[src/rtl/if_stage.sv]
// Instruction fetch stage: PC register, branch redirect, hazard stall and
// the IF/ID pipeline register with a running count of fetched instructions.
module if_stage #(
    parameter logic [31:0] RESET_PC = 32'h0000_0000,
    parameter logic [31:0] NOP_WORD = 32'hE000_0000
) (
    input  logic        clk,
    input  logic        rst,
    input  logic        freeze,
    input  logic        br_taken,
    input  logic [31:0] br_base,
    input  logic [23:0] br_imm24,
    output logic [31:0] mem_addr,
    input  logic [31:0] mem_inst,
    output logic [31:0] if_pc,
    output logic [31:0] if_inst,
    output logic        if_valid,
    output logic [31:0] fetch_count
);

    logic [31:0] pc_q,      pc_d;
    logic [31:0] if_pc_q,   if_pc_d;
    logic [31:0] if_inst_q, if_inst_d;
    logic        if_valid_q, if_valid_d;
    logic [31:0] cnt_q,     cnt_d;

    logic [31:0] pc_plus4;
    logic [31:0] br_target;

    // Sequential PC increment; wraps silently at the top of the address space.
    assign pc_plus4  = pc_q + 32'd4;
    // Word offset sign-extended and scaled to bytes, added modulo 2^32.
    assign br_target = br_base + {{6{br_imm24[23]}}, br_imm24, 2'b00};

    // Next-state selection: a taken branch beats freeze, freeze beats advance.
    always_comb begin
        pc_d       = pc_q;
        if_pc_d    = if_pc_q;
        if_inst_d  = if_inst_q;
        if_valid_d = if_valid_q;
        cnt_d      = cnt_q;
        if (br_taken) begin
            pc_d       = br_target;
            if_pc_d    = '0;
            if_inst_d  = NOP_WORD;
            if_valid_d = 1'b0;
        end else if (!freeze) begin
            pc_d       = pc_plus4;
            if_pc_d    = pc_plus4;
            if_inst_d  = mem_inst;
            if_valid_d = 1'b1;
            cnt_d      = cnt_q + 32'd1;
        end
    end

    // State registers with synchronous reset overriding every other input.
    always_ff @(posedge clk) begin
        if (rst) begin
            pc_q       <= RESET_PC;
            if_pc_q    <= '0;
            if_inst_q  <= NOP_WORD;
            if_valid_q <= 1'b0;
            cnt_q      <= '0;
        end else begin
            pc_q       <= pc_d;
            if_pc_q    <= if_pc_d;
            if_inst_q  <= if_inst_d;
            if_valid_q <= if_valid_d;
            cnt_q      <= cnt_d;
        end
    end

    // Memory word index comes straight from the PC register only.
    assign mem_addr    = {2'b00, pc_q[31:2]};
    assign if_pc       = if_pc_q;
    assign if_inst     = if_inst_q;
    assign if_valid    = if_valid_q;
    assign fetch_count = cnt_q;

endmodule
[config.mk]
export PLATFORM = sky130hd
export DESIGN_NAME = if_stage
export DESIGN_NICKNAME = d
export VERILOG_FILES = /design/src/rtl/if_stage.sv
export SDC_FILE = /design/constraint.sdc
export NUM_CORES = 1
export LEC_CHECK = 0
export CAP_MARGIN = 10
export CORE_MARGIN = 2
export CORE_UTILIZATION = 43
export CTS_CLUSTER_SIZE = 20
export DETAILED_ROUTE_END_ITERATION = 10
export PLACE_DENSITY = 0.78
export SLEW_MARGIN = 0
export SYNTH_ARGS = -nofsm -noshare
export SYNTH_HDL_FRONTEND = slang
export SYNTH_SLANG_ARGS = --single-unit
[constraint.sdc]
create_clock -name clk -period 2.9 [get_ports clk]
set_input_delay 0.435 -clock clk [delete_from_list [all_inputs] [get_ports clk]]
set_output_delay 0.435 -clock clk [all_outputs]
set_load 0.02 [all_outputs]
==> results of run 1 <==
## metal layers
layer / wire (um) / global-route usage
met5: 0 / 0
met1: 8470 / 0.261
met3: 982 / 0.0410
met4: 422 / 0.0824
met2: 9450 / 0.366
## per-stage QoR
step / TNS (ns) / cells
floorplan: 0 / 879
global placement: -2.29 / 1310
detailed placement: -3.33 / 1310
CTS: 0 / 1342
global route: 0 / 1342
finish: 0 / 1342
## timing repair
action,4_1_cts,5_1_grt
setup buffers,1,0
resized for setup,2,3
pin swaps,1,1
endpoints found under the setup margin,2,4
hold buffers,0,0
## cell usage in the layout, fill, tap and decap left out, types with 36 or more instances in the layout
| cell | synthesis | layout |
|---|---|---|
| sky130_fd_sc_hd__clkdlybuf4s50_1 | 0 | 215 |
| sky130_fd_sc_hd__nor2_1 | 145 | 145 |
| sky130_fd_sc_hd__dfxtp_1 | 129 | 129 |
| sky130_fd_sc_hd__nand2_1 | 83 | 83 |
| sky130_fd_sc_hd__a21oi_1 | 75 | 75 |
| sky130_fd_sc_hd__xor2_1 | 51 | 51 |
| sky130_fd_sc_hd__xnor2_1 | 47 | 47 |
| sky130_fd_sc_hd__o21ai_0 | 43 | 41 |
| sky130_fd_sc_hd__mux2i_1 | 39 | 39 |
| sky130_fd_sc_hd__buf_4 | 2 | 36 |
## critical path, delay by kind of cell
kind / cells / cell delay, ns
AOI/OAI and AO/OA: 6 / 1.29
adders and majority gates: 2 / 0.65
buffers and inverters: 2 / 0.58
and+or+nand+nor: 1 / 0.07
## power breakdown
group	internal (uW)	switching [uW]	total (uW)
clock	1440	721	2160
sequential	1850	93.8	1940
combinational	520	530	1050
total	3810	1350	5150
## kinds of logic after synthesis
logic type	count (synthesis)	share of synthesized area
flops	129	0.361
mux	39	0.0546
simple gates	341	0.222
other cells	1	0.000524
xor+xnor	98	0.120
fa+ha+maj	32	0.0570
buf+inv	55	0.0325
compound gates	183	0.153
## how the worst max path moves through the flow
stage | startpoint | endpoint | slack (ns)
finish | br_base[2] | pc_q[16] | 0.15
global route | br_base[2] | pc_q[16] | 0.01
CTS | br_base[2] | pc_q[16] | 0.02
detailed placement | br_base[2] | pc_q[26] | -0.59
global placement | br_base[2] | pc_q[26] | -0.48
floorplan | br_base[2] | pc_q[30] | 0.18
## registers in the layout (all words and copies together), names as in the netlist
name / cells
if_inst: 32
if_pc: 32
pc_q: 32
if_valid: 1
fetch_count: 32
## cell type report
type                    count  area share
inverters                  13     0.00473
clock buffers              26      0.0484
well taps                 220      0.0267
flip-flops and latches    129       0.250
clock inverters             5     0.00970
repair buffers            254       0.238
multi-input cells         695       0.422
==> results.md, run 1 <==
* Initial Util at 0.436
* Final critical path time including I/O delays and setup at 2.75 ns
* Final cell utilization of the core at 0.629
* Cell-by-cell trace of the critical path: clkdlybuf4s50_1, ha_1, fa_1, a211oi_2, o21ai_2, o211ai_1, buf_4, nand2_1, o21ai_1, a21oi_1, a2111oi_0
* Number of cells on the worst reg-to-reg path at 9
* Syn-to-layout area delta at 44.2%
* Leakage at 0.00403 uW
* Cell area after placement at 9690 um2
* Delay of the slowest critical-path stage at 0.42 ns
* Number of sinks driven by the clock tree at 129
* Gate Count Post-Synth at 878
* Req. time, crit path at 3.19 ns
* Storage cell area at 2580 um2
* Path class of the lowest-slack min-delay path: primary input to flip-flop
* Detailed-placement wirelength estimate at 14.6 mm
* Post-synthesis register bit count at 129
* Slew of the pin with the lowest slew margin at 0.588 ns
* Minimum setup slack among reg-to-reg paths at 0.58 ns
* Unrepaired setup endpoints after global routing: false
* Count of unique library cells instantiated by Yosys at 57
* Via/cell ratio at 5.21
* Endpoint kind of the worst setup timing path: flip-flop
* Cells taking the most area after synthesis: sky130_fd_sc_hd__dfxtp_1 36%, sky130_fd_sc_hd__nor2_1 7.6%, sky130_fd_sc_hd__xor2_1 6.2%
* WP data arrival at 3.04 ns
* Final max-slew violation count at 0
* Row count at 47
* Average cell area after synthesis at 8.15 um2
* Worst r2r dst: pc_q[30]
* Total via count after detailed routing at 6987
* Total number of nets in the final design at 1234
* Die outline width at 133 um
* Status: completed
* Number of setup violations in the final report at 0
* Main synth FF type: sky130_fd_sc_hd__dfxtp_1
* Clock root buffer: sky130_fd_sc_hd__clkbuf_16
* Area of the core region at 16400 um2
* Number of search-and-repair iterations in the first detailed-routing pass at 5
* Post-synth top area share at 0.361
* CTS buffer count at 17
* # H-tree levels at 4
* Final-layout fill cell count at 1416
* Total standard cell area after synthesis at 7150 um2
* Count of yosys warnings during synthesis at 0
* Via count of the first global-routing pass at 6421
* Most frequent cells after synthesis: 145 x sky130_fd_sc_hd__nor2_1, 129 x sky130_fd_sc_hd__dfxtp_1, 83 x sky130_fd_sc_hd__nand2_1, 75 x sky130_fd_sc_hd__a21oi_1, 51 x sky130_fd_sc_hd__xor2_1
* Number of flops mapped to enable cells by yosys at 0
* Ratio of cells with drive above 1 in the final layout at 0.0749
* Fraction of the yosys area taken by sequential cells at 0.361
* Die footprint at 17700 um2
* Share of flip-flops with an asynchronous set or reset after synthesis at 0
* DRT antenna net count at 0
* Post-Route Hold Slack at 0.376 ns
* Routed len/inst at 14.4 um
* Gp weighted congestion at 0.832
* Peak clock frequency supported by timing at 364 MHz
* Max-capacitance violation count at 0
* Top Ports at 221
* GRT Residual Overflow at 0
* Cell accounting for the most synthesized area: sky130_fd_sc_hd__dfxtp_1
* Global-route wire length before repair at 30.8 mm
* Total power per unit cell area at 500 nW/um2
* Crit start category: primary input
* Hold Violations, Final at 0
* Number of antenna violations at the first check in global routing at 0
* Clock-pin slew reported for the worst setup and hold paths after clock tree synthesis at 0.05 ns
* Startpoint of the tightest hold check path: br_taken
* Most repeated cell in the gate-level netlist after synthesis: sky130_fd_sc_hd__nor2_1
* Total Routing Usage GR at 0.212
* Starting DRT DRC Count at 290
* Source-to-sink clock delay at the later pin of the worst-skew pair at 0.40 ns
* Count of buffers from port buffering at 218
* Pin count of the biggest net entering global routing at 59
* IR Drop Worst-Case VDD at 0.000323 V
* Die outline height at 133 um
* Hold endpoint: fetch_count[1]
* Slack of the critical path at 0.149 ns
* CTS tree: built
* Area of the multi-input gates at 4360 um2
* RR Startpoint: pc_q[2]
* Non-Filler Cell Area, Final at 10300 um2
* Crit Path Category: primary input to flip-flop
* Maximum net fanout on the critical path at 4
* Worst clock skew at 0.00807 ns
* Buffer depth of the longest clock path at 2
* Number of remaining DRC errors at 0
* Diode count at 0
* Number of cells traversed by the worst hold path at 4
* Worst path slowest cell: sky130_fd_sc_hd__fa_1
* Total routed wirelength at 19.3 mm
* Post-place setup slack at -0.588 ns
* Fin crit share at 0.949
* Post-layout total power at 5150 uW
* Worst rel slew slack at 0.608
No activity file was read; power rests on OpenSTA's default activity.
==> run 2, diff against run 1 <==
--- a/config.mk
+++ b/config.mk
@@ -11,7 +11,7 @@
 export CTS_CLUSTER_SIZE = 20
 export DETAILED_ROUTE_END_ITERATION = 10
 export PLACE_DENSITY = 0.78
-export SLEW_MARGIN = 0
+export SLEW_MARGIN = 20
 export SYNTH_ARGS = -nofsm -noshare
 export SYNTH_HDL_FRONTEND = slang
 export SYNTH_SLANG_ARGS = --single-unit
==> results of run 2 <==
Final layout, timing and power as in run 1 (identical DEF).
